===== src/rtl/regfile_port_sequencer.sv =====
// Register file port sequencer: takes one command per handshake and drives
// the single-ported register file strobes, capturing operands and counting completions.
// Ports: clk/rst_n; req_valid/req_ready/req_cmd/req_ra/req_rb/req_wdata command side;
// resp_valid/op_a/op_b/done_cnt result side; rf_din/read/readu/write/writeu/inc/dec/id/dout rf side.
module regfile_port_sequencer #(
  parameter int DATA_W = 16,
  parameter int ID_W   = 5
) (
  input  logic              clk,
  input  logic              rst_n,
  input  logic              req_valid,
  output logic              req_ready,
  input  logic [2:0]        req_cmd,
  input  logic [ID_W-1:0]   req_ra,
  input  logic [ID_W-1:0]   req_rb,
  input  logic [DATA_W-1:0] req_wdata,
  output logic              resp_valid,
  output logic [DATA_W-1:0] op_a,
  output logic [DATA_W-1:0] op_b,
  output logic [15:0]       done_cnt,
  output logic [DATA_W-1:0] rf_din,
  output logic              rf_read,
  output logic              rf_readu,
  output logic              rf_write,
  output logic              rf_writeu,
  output logic              rf_inc,
  output logic              rf_dec,
  output logic [ID_W-1:0]   rf_id,
  input  logic [DATA_W-1:0] rf_dout
);

  localparam logic [2:0] C_RD1 = 3'b000;
  localparam logic [2:0] C_RD2 = 3'b001;
  localparam logic [2:0] C_WR  = 3'b010;
  localparam logic [2:0] C_WRU = 3'b011;
  localparam logic [2:0] C_INC = 3'b100;
  localparam logic [2:0] C_DEC = 3'b101;
  localparam logic [2:0] C_POP = 3'b110;
  localparam logic [2:0] C_RDU = 3'b111;

  typedef enum logic [2:0] {
    IDLE, RD_A, RD_B, EXEC, DONE
  } state_t;

  state_t              state_q, state_d;
  logic [2:0]          cmd_q, cmd_d;
  logic [ID_W-1:0]     ra_q, ra_d;
  logic [ID_W-1:0]     rb_q, rb_d;
  logic [DATA_W-1:0]   wdata_q, wdata_d;
  logic [DATA_W-1:0]   op_a_q, op_a_d;
  logic [DATA_W-1:0]   op_b_q, op_b_d;
  logic [15:0]         cnt_q, cnt_d;

  logic accept;
  logic is_read_cmd;

  assign accept = (state_q == IDLE) && req_valid;

  assign is_read_cmd = (req_cmd == C_RD1) || (req_cmd == C_RD2) ||
                       (req_cmd == C_RDU) || (req_cmd == C_POP);

  always_ff @(posedge clk or negedge rst_n) begin
    if (!rst_n) begin
      state_q <= IDLE;
      cmd_q   <= '0;
      ra_q    <= '0;
      rb_q    <= '0;
      wdata_q <= '0;
      op_a_q  <= '0;
      op_b_q  <= '0;
      cnt_q   <= '0;
    end else begin
      state_q <= state_d;
      cmd_q   <= cmd_d;
      ra_q    <= ra_d;
      rb_q    <= rb_d;
      wdata_q <= wdata_d;
      op_a_q  <= op_a_d;
      op_b_q  <= op_b_d;
      cnt_q   <= cnt_d;
    end
  end

  // next state and register updates
  always_comb begin
    state_d = state_q;
    cmd_d   = cmd_q;
    ra_d    = ra_q;
    rb_d    = rb_q;
    wdata_d = wdata_q;
    op_a_d  = op_a_q;
    op_b_d  = op_b_q;
    cnt_d   = cnt_q;
    unique case (state_q)
      IDLE: begin
        if (accept) begin
          cmd_d   = req_cmd;
          ra_d    = req_ra;
          rb_d    = req_rb;
          wdata_d = req_wdata;
          state_d = is_read_cmd ? RD_A : EXEC;
        end
      end
      RD_A: begin
        op_a_d = rf_dout;
        unique case (1'b1)
          cmd_q == C_RD2: state_d = RD_B;
          cmd_q == C_POP: state_d = EXEC;
          default:        state_d = DONE;
        endcase
      end
      RD_B: begin
        op_b_d  = rf_dout;
        state_d = DONE;
      end
      EXEC: state_d = DONE;
      DONE: begin
        cnt_d   = cnt_q + 16'd1;
        state_d = IDLE;
      end
      default: state_d = IDLE;
    endcase
  end

  // Moore rf strobes, decoded only from state and latched command
  always_comb begin
    rf_din    = '0;
    rf_read   = 1'b0;
    rf_readu  = 1'b0;
    rf_write  = 1'b0;
    rf_writeu = 1'b0;
    rf_inc    = 1'b0;
    rf_dec    = 1'b0;
    rf_id     = '0;
    unique case (state_q)
      RD_A: begin
        rf_id = ra_q;
        if (cmd_q == C_RDU) rf_readu = 1'b1;
        else                rf_read  = 1'b1;
      end
      RD_B: begin
        rf_id   = rb_q;
        rf_read = 1'b1;
      end
      EXEC: begin
        rf_id = ra_q;
        unique case (1'b1)
          cmd_q == C_WR: begin
            rf_write = 1'b1;
            rf_din   = wdata_q;
          end
          cmd_q == C_WRU: begin
            rf_writeu = 1'b1;
            rf_din    = {{(DATA_W-8){1'b0}}, wdata_q[7:0]};
          end
          cmd_q == C_INC,
          cmd_q == C_POP: rf_inc = 1'b1;
          cmd_q == C_DEC: rf_dec = 1'b1;
          default: ;
        endcase
      end
      default: ;
    endcase
  end

  assign req_ready  = (state_q == IDLE);
  assign resp_valid = (state_q == DONE);
  assign op_a       = op_a_q;
  assign op_b       = op_b_q;
  assign done_cnt   = cnt_q;

endmodule


===== config.mk =====
export PLATFORM = sky130hd
export DESIGN_NAME = regfile_port_sequencer
export DESIGN_NICKNAME = d
export VERILOG_FILES = /design/src/rtl/regfile_port_sequencer.sv
export SDC_FILE = /design/constraint.sdc
export NUM_CORES = 1
export LEC_CHECK = 0
export ABC_AREA = 1
export ABC_CLOCK_PERIOD_IN_PS = 1600
export BUFFER_PORTS_ARGS = -buffer_cell sky130_fd_sc_hd__buf_2
export CAP_MARGIN = 20
export CORE_UTILIZATION = 45
export CTS_BUF_LIST = sky130_fd_sc_hd__clkbuf_8 sky130_fd_sc_hd__clkbuf_16
export DETAILED_ROUTE_END_ITERATION = 8
export PLACE_DENSITY = 0.73
export SLEW_MARGIN = 20
export SYNTH_ARGS = -nofsm -noshare
export SYNTH_HDL_FRONTEND = slang
export SYNTH_SLANG_ARGS = --single-unit

===== constraint.sdc =====
create_clock -name clk -period 1.6 [get_ports clk]
set_clock_uncertainty 0.1 [all_clocks]
set_input_delay 0.32 -clock clk [delete_from_list [all_inputs] [get_ports clk]]
set_output_delay 0.32 -clock clk [all_outputs]
set_load 0.05 [all_outputs]

* Word-level counts from Yosys, hierarchy flattened
Index checks and enable logic that the tools add are counted.
** Operators by class
- $mul :: 0
- Equal/unequal tests :: 15
- Shift-type cells :: 0
- Multiplexer cells :: 19
- Bitwise logic cells :: 0
- Div/mod/pow operators :: 0
- $lt $le $gt $ge :: 0
- $add $sub $neg :: 1
- Reductions and logical operators :: 10
** Operators with widths (count)
- 16-bit case mux with 2 select lines :: 1
- 3-bit equality test (second input constant) :: 7
- 16-bit by 1-bit adder with 16-bit output (second input constant) :: 1
- 16-bit 2-to-1 mux :: 1
- 3-bit by 2-bit equality test with 1-bit output (second input constant) :: 4
- 1-bit 2-to-1 mux :: 11
- 5-bit case mux with 2 select lines :: 1
- 3-bit by 1-bit equality test with 1-bit output (second input constant) :: 3
- 3-bit case mux with 3 select lines :: 1
- 3-bit zero test :: 2
- 3-bit case mux with 2 select lines :: 1
- 2-bit OR reduction :: 3
- 1-bit logical OR :: 3
- 3-bit 2-to-1 mux :: 1
- 2-bit 2-to-1 mux :: 1
- 2-bit by 1-bit inequality test with 1-bit output (second input constant) :: 1
- 1-bit case mux with 2 select lines :: 1
- 2-bit AND reduction :: 1
- 1-bit logical AND :: 1
** Word-level totals
- Memories kept :: 0
- Logic and storage cells :: 53
- Register bits after elaboration :: 80
- Bits of input ports :: 48
- Bits in latches :: 0
- Bits in read-only memories :: 0
- Bits in writable memories :: 0
- Output and inout bits :: 77

* Depth between registers and ports, before layout
Gate-level depths: netlist of run 1.
- Depth in word-level cells :: 7
- Depth in mapped cells :: 8

* Worst setup path before layout of run 1
OpenSTA, ideal clock, no wires.
- Path type :: register -> output
- Start :: register state_q[0]
- End :: output port rf_id[0]
- Cell stages (with the launch flop) :: 7
- Setup slack :: -0.887 ns
- Data required time :: 1.180 ns
- Path buffers :: 3
- Arrival :: 2.067 ns
- Cells stage by stage :: dfrtp_1 buf_6 inv_1 nand3_1 buf_4 buf_2 o21ai_0
** On the way
- Cells in the longest elaborated chain, start to end :: 3
- Elaborated cells between the ends (all ways) :: 5
** Ends and longest elaborated chain
- from (decl) :: line 45 : state_t state_q, state_d;
- from (signal assigned) :: line 73 : state_q <= state_d;
- 3-bit by 1-bit equality test with 1-bit output / 3-bit by 2-bit equality test with 1-bit output (equally long branches) :: line 135 : unique case (state_q)
- 2-bit OR reduction (no line)
- 5-bit case mux with 2 select lines (*) :: line 135
- to (decl) :: line 28 : output logic [ID_W-1:0] rf_id,
Mark *: on every way between the ends. The rest lies on a longest branch, timed or not.

* Worst setup path after layout of run 1
- Start :: register state_q[2]
- End :: output port rf_id[4]
The elaborated chain is that of the path after synthesis.

==> out/results.txt, run 1 <==
Outcome: complete, but fails checks
Failing checks: negative setup slack
Met1 track demand over resource: 0.289
CTS buffer count: 9
Met3 GRT Util: 0.0606
Main combinational cell family by area after synthesis: simple AND/OR/NAND/NOR gates
Post-Synth XOR/XNOR Area: 0.0247
Post-route design area: 5470 um^2
Req. time, crit path: 1.18 ns
Clk Latency, worst-skew pair: 0.34 ns
Synth area leaders: dfrtp_1 56%, nand2_1 11%, o21ai_0 5.8%, inv_1 5.1%, nor2_1 4.8%
Setup_tns: -11.82 ns
Clock slew at reported path FFs: 0.09 ns
Leakage power: 2.80 nW
Ys flop type: dfrtp_1
Number of flops mapped to enable cells by yosys: 0
Initial drt markers: 84
Synth-to-Final Area Change: 54.3%
Global route total overflow: 0
Hpwl dp: 6340 um
Max Cap Viol: 0
Largest net degree at the start of global routing: 33
Post-synthesis cell count: 414
Port bufs: 124
Final ANT Viol Nets: 0
Final Critical Period: 1.98 ns
Routability Congestion: 0.748
Final hold violation count: 0
Post-synthesis compound-gate area fraction: 0.0819
Vias: 3,337
Net count reported at finish: 624
Drt drc: 0
Power density over the cells: 2030 nW/um^2
Final Non-Filler Cells: 682
Setup violations, final: 59
# placed instances: 658
Proportion of netlist area held by the largest area contributor: 0.565
Critical-path cell list: inv_4 -> buf_4 -> nand3_4 -> buf_12 -> o21ai_4 -> buf_8
Worst setup SP type: register
Global route hottest layer: met2
Starting Density: 0.461
Largest area contributor in the netlist: dfrtp_1
Distinct cell type count of the synthesized netlist: 27
Top-Level Pins: 125
Die W: 90.8 um
Slew Limit Fails: 0
Pin slew with the least headroom to its limit: 0.392 ns
Crit-path max FO: 6
WHS: 0.101 ns
# rows: 32
Vias in the first global route: 3,266
Post-Syn Nets: 463
First-pass GRT wire length: 15,300 um
Relative slew slack: 0.739
CP Class: reg -> out
CTS root buffer: clkbuf_8
Max Fclk: 504 MHz
H-tree levels: 3
Crit path arrival time: 1.56 ns
Seq cells post-synth: 80
Reg2Reg Depth: 8
Clock sink count: 80
Drt wl/cell: 13.9 um
Core Footprint: 7690 um^2
CP endpoint kind: output port
Share of cells above drive strength 1: 0.438
Fin crit share: 1.24
Routed WL: 9450 um
Register area share after synthesis: 0.565
VDD IR-drop max: 1270 uV
Power, Total: 11.1 mW
Synthesized area per cell: 8.56 um^2
Synth Area in Simple Gates: 0.244
Antenna cells: 0
DIE AREA: 8240 um^2
Hold depth: 3
Antenna violations before repair: 0
Global Route Usage Sum: 0.235
Fin worst setup slack: -0.384 ns
Min-delay worst type: in -> reg
Ys async rst share: 1.00
RSZ-0062 raised after global routing: true
Placed inst area: 4750 um^2
Crit-path slowest cell: dfrtp_2
GR met2 Demand/Resource: 0.402
Cell area after synthesis: 3550 um^2
Vias per inst: 4.89
DIE HEIGHT: 90.8 um
Syn. warnings: 0
CTS tree: built
Clock Tree Buf Depth: 2
Detailed Routing Iterations Pass 1: 4
Mux cell area share after synthesis: 0
Synth Area in Adders: 0.00353
Worst path max stage delay: 0.45 ns
[path summary, 6_finish.rpt]
| path | endpoint | startpoint | slack, ns |
|---|---|---|---|
| worst max register to register | wdata_q[15]$_DFFE_PN0P_ | state_q[2]$_DFFE_PN0P_ | -0.12 |
| worst max-delay path | rf_id[4] | state_q[2]$_DFFE_PN0P_ | -0.38 |
| worst min register to register | wdata_q[5]$_DFFE_PN0P_ | wdata_q[5]$_DFFE_PN0P_ | 0.38 |
| max in group asynchronous | op_b[3]$_DFFE_PN0N_ | rst_n | 0.56 |
| min in group asynchronous | done_cnt[11]$_DFFE_PN0P_ | rst_n | 0.33 |
| worst min-delay path | wdata_q[6]$_DFFE_PN0P_ | req_wdata[6] | 0.10 |
[placed cells by master, fill, tap and decap left out, types with 9 or more instances in the layout]
master and instances:
nand2_1 95, buf_2 94, dfrtp_1 75, inv_1 44, o21ai_0 35, buf_6 27
nand3_1 26, buf_4 26, nor2_4 23, nor2_1 14, a21oi_1 14, nor2_2 11
buf_8 11, clkbuf_8 9
[repair_timing]
item / in CTS / in global routing
pin swaps: 6 / 6
hold buffers: 1 / 0
cloned: 0 / 1
endpoints found under the setup margin: 32 / 69
buffers inserted: 4 / 2
gates resized for setup: 82 / 37
hold endpoints to repair: 25 / 0
[cell usage after synthesis, types with 2 or more instances]
| master | n |
|---|---|
| nand3_1 | 30 |
| buf_6 | 3 |
| nor3_1 | 7 |
| nand4_1 | 6 |
| a21oi_1 | 15 |
| dfrtp_1 | 80 |
| inv_1 | 48 |
| nor2_1 | 45 |
| nand2_1 | 100 |
| o21ai_0 | 41 |
| xnor2_1 | 6 |
| buf_2 | 8 |
| o21ai_1 | 2 |
| inv_2 | 4 |
| clkbuf_1 | 3 |
| xor2_1 | 4 |
| nor2_4 | 2 |
[cells by family after synthesis]
| kind of cell | after synthesis |
|---|---|
| buffers and inverters | 67 |
| adder cells (fa/ha/maj) | 1 |
| AO/OA/AOI/OAI | 58 |
| flip-flops | 80 |
| AND/OR/NAND/NOR | 198 |
| XOR/XNOR | 10 |
[power by group]
part	internal [mW]	total, mW	switching, mW
logic	1.93	6.12	4.19
clock network	0.885	1.64	0.757
registers	2.86	3.35	0.492
total	5.67	11.1	5.44
[final cells by class]
cell class                 instances  area [um^2]
inverter                          52          216
fill                             578         2220
multi-input combinational        267         1630
tap                              102          128
clock buffer                       9          124
clock inverter                     7         95.1
sequential                        80         2010
timing repair buffer             165         1270
[critical path: cells and delay by family (launching register included)]
kind                   cells  cell delay (ns)
buffers and inverters      4             0.51
and+or+nand+nor            1             0.08
AOI/OAI and AO/OA          1             0.17
DFF                        1             0.45
[registers in the layout, summed over array words and instances, names as in the netlist]
register and flops:
done_cnt 16, rb_q 5, op_b 16, cmd_q 3, state_q 3, op_a 16
wdata_q 16, ra_q 5
[per-stage QoR]
stage               setup WS [ns]  utilization
detailed placement         -0.153        0.618
finish                     -0.384        0.712
CTS                        -0.394        0.688
global placement           -0.108        0.618
global route               -0.443        0.712
floorplan                  -0.489            -
[routing by layer]
metal	up-vias	wire (um)
li1	1637	-
met1	1573	3860
met2	115	4900
met3	12	558
met4	0	138
met5	-	0
(Power assumes the default switching activity.)
==> run 2: changes to the inputs <==
--- a/config.mk
+++ b/config.mk
@@ -7,12 +7,12 @@
 export LEC_CHECK = 0
 export ABC_AREA = 1
 export ABC_CLOCK_PERIOD_IN_PS = 1600
-export BUFFER_PORTS_ARGS = -buffer_cell sky130_fd_sc_hd__buf_2
 export CAP_MARGIN = 20
-export CORE_UTILIZATION = 45
+export CORE_UTILIZATION = 50
 export CTS_BUF_LIST = sky130_fd_sc_hd__clkbuf_8 sky130_fd_sc_hd__clkbuf_16
 export DETAILED_ROUTE_END_ITERATION = 8
-export PLACE_DENSITY = 0.73
+export DONT_BUFFER_PORTS = 1
+export PLACE_DENSITY = 0.65
 export SLEW_MARGIN = 20
 export SYNTH_ARGS = -nofsm -noshare
 export SYNTH_HDL_FRONTEND = slang
==> run 2 against run 1 <==
Net effect: the flow finishes with violations (negative hold slack, negative setup slack); via count fell by 7.0%; routed wire length shrank 3.5%; die area is 9.8% lower; clock-buffer cell count is 1 higher; maximum frequency fell by 0.76%; total power down 2.7%; critical endpoint is now rf_din[11]; largest cell class unchanged.
==> out/results.txt, run 2 (synthesis gave the netlist of run 1 again) <==
CP endpoint kind: output port (unchanged)
Power, Total: 10.8 mW (was 11.1 mW)
CTS root buffer: clkbuf_8 (unchanged)
Largest net degree at the start of global routing: 81 (was 33)
Hpwl dp: 5520 um (was 6340 um)
Most frequent cells in the layout: 92 x nand2_1, 75 x dfrtp_1, 46 x buf_4, 43 x inv_1, 34 x o21ai_0 (was 95 x nand2_1, 94 x buf_2, 75 x dfrtp_1, 44 x inv_1, 35 x o21ai_0)
Power density over the cells: 2010 nW/um^2 (was 2030 nW/um^2)
WHS: -0.440 ns (was 0.101 ns)
# rows: 30 (was 32)
Detailed Routing Iterations Pass 1: 4 (unchanged)
Share of cells above drive strength 1: 0.360 (was 0.438)
DIE HEIGHT: 86.2 um (was 90.8 um)
Min-delay worst type: in -> async (was in -> reg)
Clock Tree Buf Depth: 2 (unchanged)
Top-Level Pins: 125 (unchanged)
Vias: 3,104 (was 3,337)
Drt wl/cell: 15.0 um (was 13.9 um)
Failing checks: negative hold slack, negative setup slack (was negative setup slack)
Vias per inst: 5.11 (was 4.89)
H-tree levels: 3 (unchanged)
Leakage power: 2.57 nW (was 2.80 nW)
CTS buffer count: 9 (unchanged)
Clock slew at reported path FFs: 0.09 ns (about the same)
Pin slew with the least headroom to its limit: 0.506 ns (was 0.392 ns)
Die W: 86.2 um (was 90.8 um)
Final Critical Period: 2.00 ns (was 1.98 ns)
Final hold violation count: 80 (was 0)
Req. time, crit path: 1.18 ns (about the same)
Starting Density: 0.519 (was 0.461)
Worst setup SP type: register (unchanged)
Global route total overflow: 0 (unchanged)
Final ANT Viol Nets: 0 (unchanged)
Fin crit share: 1.25 (was 1.24)
Relative slew slack: 0.663 (was 0.739)
Post-Place Setup Slack: -0.0534 ns (was -0.153 ns)
Antenna cells: 0 (unchanged)
Port bufs: 0 (was 124)
Crit-path max FO: 8 (was 6)
Routed WL: 9120 um (was 9450 um)
Initial drt markers: 115 (was 84)
First-pass GRT wire length: 13,300 um (was 15,300 um)
Vias in the first global route: 2,996 (was 3,266)
Outcome: complete, but fails checks (unchanged)
DIE AREA: 7430 um^2 (was 8240 um^2)
Drt drc: 0 (unchanged)
Max Fclk: 500 MHz (was 504 MHz)
Crit path arrival time: 1.58 ns (was 1.56 ns)
Commonest non-fill, non-tap cell in the layout: nand2_1 (unchanged)
Clock sink count: 80 (unchanged)
VDD IR-drop max: 938 uV (was 1270 uV)
Setup violations, final: 63 (was 59)
Fin worst setup slack: -0.399 ns (was -0.384 ns)
Net count reported at finish: 555 (was 624)
Setup_tns: -16.79 ns (was -11.82 ns)
Slew Limit Fails: 0 (unchanged)
Routability Congestion: 0.784 (was 0.748)
Antenna violations before repair: 0 (unchanged)
CP Class: reg -> out (unchanged)
Synth-to-Final Area Change: 51.7% (was 54.3%)
CTS tree: built (unchanged)
Core Footprint: 6830 um^2 (was 7690 um^2)
Global Route Usage Sum: 0.232 (was 0.235)
Max Cap Viol: 0 (unchanged)
Clk Latency, worst-skew pair: 0.34 ns (about the same)
RSZ-0062 raised after global routing: true (unchanged)
[run 2: power by group]
group,leakage [nW],internal (mW),switching [mW],total [mW]
Clock,0.107,0.772,0.743,1.52
Sequential,0.981,2.83,1.92,4.75
Combinational,1.48,1.91,2.64,4.55
Total,2.57,5.52,5.30,10.8
[run 2: cell type report]
cell class	count	area (um^2)
inverters	52	214
repair buffers	96	1200
flip-flops and latches	80	2010
multi-input cells	267	1630
clock inverters	6	66.3
well taps	96	120
fillers	439	1450
clock buffers	10	138
[run 2: timing repair]
item / in CTS / in global routing
cloned: 1 / 5
setup endpoints to repair: 35 / 70
hold buffers: 6 / 2
pin swaps: 6 / 7
hold endpoints to repair: 84 / 81
gates resized for setup: 24 / 37
buffers inserted: 9 / 6
[run 2: final timing paths]
check                                        from                       to  slack, ns  cells after the start
max                        state_q[2]$_DFFE_PN0P_               rf_din[11]      -0.40                      8
min                                         rst_n      op_a[4]$_DFFE_PN0P_      -0.44                      0
max reg2reg                state_q[2]$_DFFE_PN0P_   wdata_q[8]$_DFFE_PN0P_      -0.26                     10
min reg2reg                wdata_q[0]$_DFFE_PN0P_   wdata_q[0]$_DFFE_PN0P_       0.37                      2
max in group asynchronous                   rst_n  done_cnt[3]$_DFFE_PN0P_       1.70                      0
min in group clk                     req_wdata[0]   wdata_q[0]$_DFFE_PN0P_       0.02                      2
[run 2: layer usage]
metal  vias up  track usage  wire length (um)
met3        17       0.0800               617
met1      1493        0.273              3560
li1       1496            -                 -
met5         -            0                 0
met2        98        0.397              4750
met4         0       0.0818               193
[run 2: critical path: stages, from the launching register on]
cell     delay, ns
dfrtp_2       0.45
inv_4         0.07
nand2_4       0.05
nor2_4        0.11
inv_2         0.06
nor2_4        0.15
inv_8         0.09
nor2_4        0.12
buf_12        0.14
[run 2: through the flow]
stage | cells | cell area [um^2] | util | hold slack (ns)
after global routing | 607 | 5380 | 0.788 | -0.467
after global placement | 563 | 4650 | 0.680 | -0.0741
after CTS | 595 | 5110 | 0.748 | -0.458
after detailed placement | 563 | 4650 | 0.680 | -0.0741
final | 607 | 5380 | 0.788 | -0.440
after floorplan | 414 | 3790 | - | -0.0756
